File: config.mk
export PLATFORM = sky130hd
export DESIGN_NAME = stream_frame_sequencer
export DESIGN_NICKNAME = d
export VERILOG_FILES = /design/src/rtl/hs_stream_pkg.sv /design/src/rtl/axis_skid_buffer.sv /design/src/rtl/stream_frame_sequencer.sv
export SDC_FILE = /design/constraint.sdc
export NUM_CORES = 1
export LEC_CHECK = 0
export BUFFER_PORTS_ARGS = -buffer_cell sky130_fd_sc_hd__buf_2
export CAP_MARGIN = 10
export CORE_MARGIN = 4
export CORE_UTILIZATION = 37
export CTS_BUF_LIST = sky130_fd_sc_hd__clkbuf_8
export DETAILED_ROUTE_END_ITERATION = 8
export HOLD_SLACK_MARGIN = 0.05
export PLACE_DENSITY = 0.67
export REMOVE_ABC_BUFFERS = 1
export SLEW_MARGIN = 20
export SYNTH_ARGS = -nofsm -noshare
export SYNTH_HDL_FRONTEND = slang
export SYNTH_SLANG_ARGS = --single-unit
File: constraint.sdc
create_clock -name wb_clk_i -period 2.5 [get_ports wb_clk_i]
set_input_delay 0.125 -clock wb_clk_i [delete_from_list [all_inputs] [get_ports wb_clk_i]]
set_output_delay 0.125 -clock wb_clk_i [all_outputs]
set_load 0.05 [all_outputs]
File: src/rtl/hs_stream_pkg.sv
// -----------------------------------------------------------------------------
// hs_stream_pkg
// Shared definitions for the pad-to-DSP stream sequencer:
//   - default widths for sample data, frame length and frame count
//   - state encoding of the sequencer FSM
// -----------------------------------------------------------------------------
package hs_stream_pkg;

    localparam int DATA_W = 8;   // pad sample width
    localparam int LEN_W  = 12;  // frame-length counter width
    localparam int FRM_W  = 8;   // frame-count width

    typedef enum logic [1:0] {
        IDLE  = 2'd0,  // pads gated off, waiting for a start pulse
        RUN   = 2'd1,  // admitting pad samples
        DRAIN = 2'd2   // pads gated off, emptying the skid buffer
    } seq_state_e;

endpackage

File: src/rtl/axis_skid_buffer.sv
// -----------------------------------------------------------------------------
// axis_skid_buffer
// Two-entry register FIFO placed between the pad stream and the DSP input.
// The output side presents the oldest entry straight from its holding
// register, so data/last never change while out_valid=1 and out_ready=0.
//
// Ports:
//   clk, srst               clock, synchronous active-high reset (flushes)
//   in_valid/in_ready       push handshake, in_data payload
//   out_valid/out_ready     pop handshake, out_data payload
//   fill                    number of occupied entries (0..2)
// -----------------------------------------------------------------------------
module axis_skid_buffer #(
    parameter int W = 9
) (
    input  logic         clk,
    input  logic         srst,
    input  logic         in_valid,
    output logic         in_ready,
    input  logic [W-1:0] in_data,
    output logic         out_valid,
    input  logic         out_ready,
    output logic [W-1:0] out_data,
    output logic [1:0]   fill
);

    logic [1:0]   fill_reg;
    logic         wr_ptr_reg;
    logic         rd_ptr_reg;
    logic [W-1:0] entry_q [2];
    logic         push;
    logic         pop;

    assign push = in_valid & in_ready;
    assign pop  = out_valid & out_ready;

    // One holding register per slot; only the slot under the write pointer
    // loads on a push.
    generate
        for (genvar gi = 0; gi < 2; gi++) begin : g_entry
            logic [W-1:0] entry_reg;

            always_ff @(posedge clk) begin
                if (srst) begin
                    entry_reg <= '0;
                end else if (push && (wr_ptr_reg == 1'(gi))) begin
                    entry_reg <= in_data;
                end
            end

            assign entry_q[gi] = entry_reg;
        end
    endgenerate

    always_ff @(posedge clk) begin
        if (srst) begin
            fill_reg   <= 2'd0;
            wr_ptr_reg <= 1'b0;
            rd_ptr_reg <= 1'b0;
        end else begin
            if (push) begin
                wr_ptr_reg <= ~wr_ptr_reg;
            end
            if (pop) begin
                rd_ptr_reg <= ~rd_ptr_reg;
            end
            fill_reg <= fill_reg + {1'b0, push} - {1'b0, pop};
        end
    end

    assign in_ready  = (fill_reg != 2'd2);
    assign out_valid = (fill_reg != 2'd0);
    assign out_data  = entry_q[rd_ptr_reg];
    assign fill      = fill_reg;

endmodule

File: src/rtl/stream_frame_sequencer.sv
// -----------------------------------------------------------------------------
// stream_frame_sequencer
// Admits pad samples into the DSP chain's in_0 stream, grouping them into
// frames of (cfg_len_m1+1) samples and tagging the final sample with m_last.
// A run covers cfg_num_frames frames (0 = continuous until cfg_stop). A stop
// always completes the frame in progress before the pads are gated off.
//
// Ports:
//   wb_clk_i, wb_rst_i      clock, synchronous active-high reset
//   cfg_start, cfg_stop     one-cycle control pulses
//   cfg_len_m1              samples per frame minus one (latched on start)
//   cfg_num_frames          frames per run, 0 = continuous (latched on start)
//   s_valid, s_data         pad stream in; s_ready is a registered ready
//   m_valid, m_data, m_last stream out to in_0; m_ready from in_0_ready
//   busy                    FSM not idle
//   done                    one-cycle pulse when a run has fully drained
//   frames_out              frames delivered downstream (saturating)
// -----------------------------------------------------------------------------
module stream_frame_sequencer
    import hs_stream_pkg::*;
#(
    parameter int DATA_W = hs_stream_pkg::DATA_W,
    parameter int LEN_W  = hs_stream_pkg::LEN_W,
    parameter int FRM_W  = hs_stream_pkg::FRM_W
) (
    input  logic              wb_clk_i,
    input  logic              wb_rst_i,
    input  logic              cfg_start,
    input  logic              cfg_stop,
    input  logic [LEN_W-1:0]  cfg_len_m1,
    input  logic [FRM_W-1:0]  cfg_num_frames,
    input  logic              s_valid,
    input  logic [DATA_W-1:0] s_data,
    output logic              s_ready,
    output logic              m_valid,
    output logic [DATA_W-1:0] m_data,
    output logic              m_last,
    input  logic              m_ready,
    output logic              busy,
    output logic              done,
    output logic [FRM_W-1:0]  frames_out
);

    seq_state_e        state_reg;
    seq_state_e        state_next;
    logic [LEN_W-1:0]  len_m1_reg;
    logic [FRM_W-1:0]  num_frames_reg;
    logic [LEN_W-1:0]  in_cnt_reg;
    logic [FRM_W-1:0]  frames_in_reg;
    logic [FRM_W-1:0]  frames_out_reg;
    logic              stop_pend_reg;
    logic              s_ready_reg;
    logic              done_reg;

    logic              buf_in_ready;
    logic [DATA_W:0]   buf_out;
    logic [1:0]        fill;
    logic [1:0]        fill_next;
    logic              accept;
    logic              pop;
    logic              in_last;
    logic              frame_done;
    logic              end_run;

    // buf_in_ready is redundant with s_ready_reg (which already reflects the
    // fill level) but keeps a push into a full buffer structurally impossible.
    assign accept     = s_valid & s_ready_reg & buf_in_ready;
    assign pop        = m_valid & m_ready;
    assign in_last    = (in_cnt_reg == len_m1_reg);
    assign frame_done = accept & in_last;
    assign fill_next  = fill + {1'b0, accept} - {1'b0, pop};

    // A frame closing on the input side ends the run if a stop is pending,
    // arrives this very cycle, or the programmed frame count is reached.
    assign end_run = stop_pend_reg | cfg_stop |
                     ((num_frames_reg != '0) &&
                      ((frames_in_reg + FRM_W'(1)) == num_frames_reg));

    always_comb begin
        state_next = state_reg;
        case (state_reg)
            IDLE:    if (cfg_start)              state_next = RUN;
            RUN:     if (frame_done && end_run)  state_next = DRAIN;
            DRAIN:   if (fill == 2'd0)           state_next = IDLE;
            default:                             state_next = IDLE;
        endcase
    end

    always_ff @(posedge wb_clk_i) begin
        if (wb_rst_i) begin
            state_reg      <= IDLE;
            len_m1_reg     <= '0;
            num_frames_reg <= '0;
            in_cnt_reg     <= '0;
            frames_in_reg  <= '0;
            frames_out_reg <= '0;
            stop_pend_reg  <= 1'b0;
            s_ready_reg    <= 1'b0;
            done_reg       <= 1'b0;
        end else begin
            state_reg <= state_next;
            // Ready looks one cycle ahead so the pads never see a ready that
            // the buffer cannot honour.
            s_ready_reg <= (state_next == RUN) && (fill_next < 2'd2);
            done_reg    <= (state_reg == DRAIN) && (state_next == IDLE);

            if ((state_reg == IDLE) && cfg_start) begin
                len_m1_reg     <= cfg_len_m1;
                num_frames_reg <= cfg_num_frames;
                in_cnt_reg     <= '0;
                frames_in_reg  <= '0;
                frames_out_reg <= '0;
                stop_pend_reg  <= 1'b0;
            end else begin
                if (accept) begin
                    in_cnt_reg <= in_last ? '0 : in_cnt_reg + LEN_W'(1);
                end
                if (frame_done) begin
                    frames_in_reg <= frames_in_reg + FRM_W'(1);
                end
                if ((state_reg == RUN) && cfg_stop) begin
                    stop_pend_reg <= 1'b1;
                end
                if (pop && buf_out[DATA_W] && (frames_out_reg != '1)) begin
                    frames_out_reg <= frames_out_reg + FRM_W'(1);
                end
            end
        end
    end

    axis_skid_buffer #(
        .W (DATA_W + 1)
    ) u_skid (
        .clk       (wb_clk_i),
        .srst      (wb_rst_i),
        .in_valid  (accept),
        .in_ready  (buf_in_ready),
        .in_data   ({in_last, s_data}),
        .out_valid (m_valid),
        .out_ready (m_ready),
        .out_data  (buf_out),
        .fill      (fill)
    );

    assign m_data     = buf_out[DATA_W-1:0];
    assign m_last     = buf_out[DATA_W];
    assign s_ready    = s_ready_reg;
    assign busy       = (state_reg != IDLE);
    assign done       = done_reg;
    assign frames_out = frames_out_reg;

endmodule
==> results.yml, run 1 <==
logic_synthesis:
  synth_area_sq_um: 3430
  yosysTopAreaCell: "dfxtp_1"
  synth_top_area_share_pct: 43.8
  netlist_instances: 410
  yosys-top-cells-area: "dfxtp_1 (44%), nand2_1 (9.2%), a21oi_1 (7.0%)"
  synth_cell_types: 45
  avgSynthCellArea_sq_um: 8.36
  ys_warn_count: 0
  ys_seq_area_share_pct: 43.8
  ys_ff_latch: 75
global_routing:
  track_usage_pct: 15.2
  antenna_found_initial: 0
  grt_max_degree: 28
  met3_usage_pct: 4.53
  gr-total-overflow: 0
  grtUsageMet1_pct: 18.0
  grt_pass1_vias: 3032
  grt_pass1_wl_um: 13700
  grt_use_met2_pct: 25.6
  busiest_layer: "met2"
clock_network:
  root_buffer: "clkbuf_8"
  post_cts_resized: 0
  cts_buffer_depth: 2
  ctsHtreeMaxLevel: 3
  cts_tree: "built"
  cts_sinks: 75
  cts_made_buffers: 9
  clk_pin_slew_ns: 0.08
  clock_latency_ns: 0.35
power:
  combPwrFrac_pct: 19.8
  power.share.clock_pct: 35.5
  p_switching_mw: 0.880
  leakagePower_nw: 1.66
  p_seq_share_pct: 44.6
  p_int_mw: 2.10
  switching_share_pct: 29.6
  worst_ir_drop_vdd_mv: 0.260
  powerDensity_nw_per_um2: 695
sta:
  finalClockSkew_ns: 0.00911
  period_needed_ns: 2.10
  setup_viol: 0
  rsz0062_at_grt: "no"
  fmax_mhz: 476
  finalMaxSlewViolations: 0
  tightestPinTransition_ns: 0.666
  finalHoldViolations: 0
  timing.setup.tns_ns: 0
  whs_ns: 0.163
  finalCritPeriodShare_pct: 84.1
  slew_headroom_pct: 55.6
placed_design:
  io_buffer_count: 54
  placedCellCount: 554
  place.gp.congestion: 0.817
  post-dp-hpwl_um: 5420
critical_path:
  critPathMaxStageDelay_ns: 0.48
  path_buf_inv: 0
  timing.rr.start: "frames_in_reg[0]"
  critical_path.startpoint_type: "flop"
  cp_top_family: "compound AO/OA/AOI/OAI gates"
  worstPathCellList: "ha_1 > xor2_1 > a211o_1 > a211oi_2 > o211ai_1 > a211o_1 > a21oi_2"
  required_ns: 2.79
  crit_arrival_ns: 2.39
  cp_slowest_cell: "dfxtp_1"
  worstSetupEndpointType: "flop"
  cp_max_fo: 7
  cpMostUsedCell: "a211o_1"
  critPathKind: "reg -> reg"
  cp-startpoint: "frames_in_reg[0]"
min_path:
  min-delay-start: "cfg_start"
  hold_path_class: "in -> reg"
drt:
  viasPerCell: 5.03
  antenna_left: 0
  drc: 0
  drt_wl_total_um: 7960
  dr.pass1.iters: 4
  drtIter0Drc: 145
  wire_per_inst_um: 13.3
  vias: 3010
layout:
  final_cell_mix: "nand2_1 (84), dfxtp_1 (75), buf_2 (54)"
  syn_to_final_growth_pct: 24.9
  diodes: 0
  final_cells: 599
  drive_above_1_share_pct: 18.7
  nets: 525
  layout_commonest_cell: "nand2_1"
  largest_reg_flops: 18
floorplanning:
  fp.dieW_um: 104
  die_h_um: 104
  initial_utilization_pct: 38.7
  ios: 55
  dieArea_sq_um: 10900
  num_rows: 34
  coreArea_sq_um: 8850
job:
  drv_cap: 0
status:
  outcome: "finished clean"
[metal layers]
layer / share of wire [%] / vias to the layer above
met2: 48 / 56
met4: 1.8 / 0
li1: - / 1543
met5: 0 / -
met1: 46 / 1395
met3: 4.2 / 16
[worst register-to-register path, stage by stage, from the launching register on]
cell,delay (ns)
dfxtp_1,0.48
ha_1,0.30
xor2_1,0.17
a211o_1,0.30
a211oi_2,0.20
o211ai_1,0.16
a211o_1,0.30
a21oi_2,0.13
[area by class of cell]
class                   count  area, sq um
inverters                   7         26.3
well taps                 108          135
clock buffers              11          151
flip-flops and latches     75         1500
repair buffers             88          598
fillers                   830         4570
clock inverters             5         76.3
multi-input cells         305         1790
[stage by stage]
step | setup slack, ns | area (sq um) | utilization (%) | total power, mW
6_report | 0.398 | 4280 | 48.4 | 2.98
3_5_place_dp | 0.466 | 3760 | 42.5 | 1.91
3_3_place_gp | 0.519 | 3760 | 42.5 | 1.90
5_1_grt | 0.158 | 4280 | 48.4 | 3.12
2_1_floorplan | 0.287 | 3320 | - | 1.74
4_1_cts | 0.391 | 4280 | 48.4 | 3.01
[power by group through the flow]
stage / Clock (mW) / Combinational [mW] / Sequential [mW]
finish: 1.06 / 0.590 / 1.33
detailed placement: 0 / 0.559 / 1.36
global placement: 0 / 0.554 / 1.35
floorplan: 0 / 0.361 / 1.38
CTS: 1.08 / 0.597 / 1.33
global route: 1.13 / 0.654 / 1.34
[cells in the mapped netlist (all sizes together)]
cell type  number
nand4b          1
nor3b           1
o32ai           1
mux2i           2
nand3b          2
or3             5
ha              5
and4            3
nand4          12
o311ai          1
nand4bb         1
inv             7
o2111a          1
a21o            1
a211oi          1
o21ai           6
nand2          84
dfxtp          75
xnor2          26
nand3          15
or2             2
a31oi           2
nor2           33
mux2            9
nor2b           4
nor3            1
nor4            4
buf             9
nand2b          3
clkbuf         14
o211ai          3
a21oi          49
xor2           19
o2111ai         1
and3            2
a211o           3
and2            2
[path summary, 6_finish.rpt]
path | end | slack [ns] | depth (start not counted)
setup / recovery | state_reg[1] | 0.40 | 7
hold / removal | state_reg[0] | 0.16 | 3
setup reg to reg | state_reg[1] | 0.40 | 7
hold reg to reg | u_skid.g_entry[0].entry_reg[3] | 0.46 | 2
[logic make-up (layout without fill, tap and decap cells)]
family | Yosys count | count (layout) | share of synthesized area (%)
AOI/OAI and AO/OA | 69 | 69 | 11.8
xor gates and xnor gates | 45 | 45 | 11.5
adders and majority gates | 5 | 5 | 1.82
buffers and inverters | 30 | 111 | 3.87
DFF | 75 | 75 | 43.8
muxes | 11 | 11 | 3.54
and+or+nand+nor | 175 | 175 | 23.7
[repair_timing]
action                    4_1_cts  5_1_grt
buffers inserted                0        0
hold buffers                   29        0
hold endpoints to repair       36        0
Note: power is estimated with default switching activity, not from simulation.
==> run 2, diff against run 1 <==
Clock period 2.5 ns to 2.2 ns, I/O delays scaled along.
==> run 2 against run 1 <==
Largest power group unchanged. Wire length shrank 0.93%. Sequential cell count is the same. Register-to-register slack lost 0.22 ns. Worst setup slack lost 0.22 ns. Power grew 7.3%. Final area shrank 0.88%. Non-clock buffer count grew 1. Utilization shrank 0.42 points. Clock power shrank 4%. First-iteration DRC count shrank 5.5%.
==> results.yml, run 2 (synthesis results as in run 1) <==
status:
  outcome: "finished clean"
sta:
  finalCritPeriodShare_pct: 92.1
  period_needed_ns: 2.03
  setup_viol: 0
  fmax_mhz: 494
  finalClockSkew_ns: 0.0116
  setup_slack_ns: 0.175
  finalHoldViolations: 0
  finalMaxSlewViolations: 0
  tightestPinTransition_ns: 0.667
  rsz0062_at_grt: "no"
  slew_headroom_pct: 55.5
global_routing:
  grt_pass1_wl_um: 13500
  antenna_found_initial: 0
  track_usage_pct: 15.1
  grt_pass1_vias: 2920
  grt_max_degree: 46
  gr-total-overflow: 0
layout:
  final_cells: 599
  diodes: 0
  layout_commonest_cell: "nand2_1"
  final_cell_mix: "nand2_1 (84), dfxtp_1 (75), buf_2 (54)"
  nets: 526
  final_util_pct: 48.0
  largest_reg_flops: 18
  drive_above_1_share_pct: 18.7
  syn_to_final_growth_pct: 23.8
placed_design:
  post-dp-hpwl_um: 5490
  io_buffer_count: 54
  pre_cts_ws_ns: 0.193
  place.gp.congestion: 0.826
  placedCellCount: 555
floorplanning:
  fp.dieW_um: 104
  ios: 55
  die_h_um: 104
  dieArea_sq_um: 10900
  num_rows: 34
  coreArea_sq_um: 8850
  initial_utilization_pct: 38.7
clock_network:
  cts_sinks: 75
  ctsHoldBuffers: 29
  cts_made_buffers: 9
  root_buffer: "clkbuf_8"
  post_cts_resized: 0
  postCtsSetupRepairBufs: 0
  ctsHtreeMaxLevel: 3
  clock_latency_ns: 0.36
  cts_tree: "built"
  clk_pin_slew_ns: 0.08
  cts_buffer_depth: 2
power:
  p_total_mw: 3.19
  leakagePower_nw: 1.64
  powerDensity_nw_per_um2: 753
  worst_ir_drop_vdd_mv: 0.279
drt:
  antenna_left: 0
  vias: 2997
  dr.pass1.iters: 4
  drt_wl_total_um: 7880
  wire_per_inst_um: 13.2
  drc: 0
  drtIter0Drc: 137
  viasPerCell: 5.00
critical_path:
  crit_arrival_ns: 2.31
  required_ns: 2.49
  critPathKind: "reg -> reg"
  cp-startpoint: "frames_in_reg[1]"
  cp_max_fo: 6
  timing.rr.start: "frames_in_reg[1]"
  worstSetupEndpointType: "flop"
  critical_path.startpoint_type: "flop"
min_path:
  min-delay-start: "cfg_start"
  hold_path_class: "in -> reg"
job:
  drv_cap: 0
## run 2: cell count changes in the layout (fill, tap and decap cells not counted)
| cell | delta |
|---|---|
| clkinv_2 | +1 |
| buf_4 | +1 |
| clkinvlp_4 | +1 |
| bufinv_16 | -1 |
| clkbuf_8 | -2 |
## run 2: metal layers
| metal | track usage (%) | share of wire (%) |
|---|---|---|
| met1 | 17.8 | 44 |
| met4 | 7.50 | 3.9 |
| met5 | 0 | 0 |
| met3 | 3.85 | 3.8 |
| met2 | 25.4 | 48 |
## run 2: area by class of cell
type	instances	area [sq um]
clock inverter	6	58.8
clock buffer	9	124
inverter	7	26.3
timing repair buffer	89	606
multi-input combinational	305	1790
fill	886	4600
tap	108	135
sequential	75	1500
## run 2: worst paths after layout
check | end | slack [ns] | cells past startpoint
hold reg to reg | u_skid.g_entry[1].entry_reg[8] | 0.46 | 2
setup / recovery | state_reg[1] | 0.17 | 7
hold / removal | state_reg[0] | 0.14 | 3
setup reg to reg | state_reg[1] | 0.17 | 7
## run 2: per-stage QoR
step / area, sq um / hold WS (ns) / setup TNS, ns
2_1_floorplan: 3320 / 0.172 / -0.0125
3_5_place_dp: 3770 / 0.359 / 0
4_1_cts: 4250 / 0.129 / 0
5_1_grt: 4250 / 0.163 / 0
6_report: 4250 / 0.143 / 0
3_3_place_gp: 3770 / 0.352 / 0
## run 2: worst max-delay path, cell delays in order, from the launching register on
cell	delay, ns
dfxtp_1	0.42
ha_1	0.28
xor2_1	0.17
a211o_1	0.29
a211oi_2	0.20
o211ai_1	0.17
a211o_1	0.30
a21oi_2	0.13
## run 2: power breakdown
group,total [mW],switching (mW),internal [mW]
sequential,1.51,0.0721,1.44
clock,1.02,0.508,0.509
combinational,0.669,0.415,0.254
total,3.19,0.995,2.20
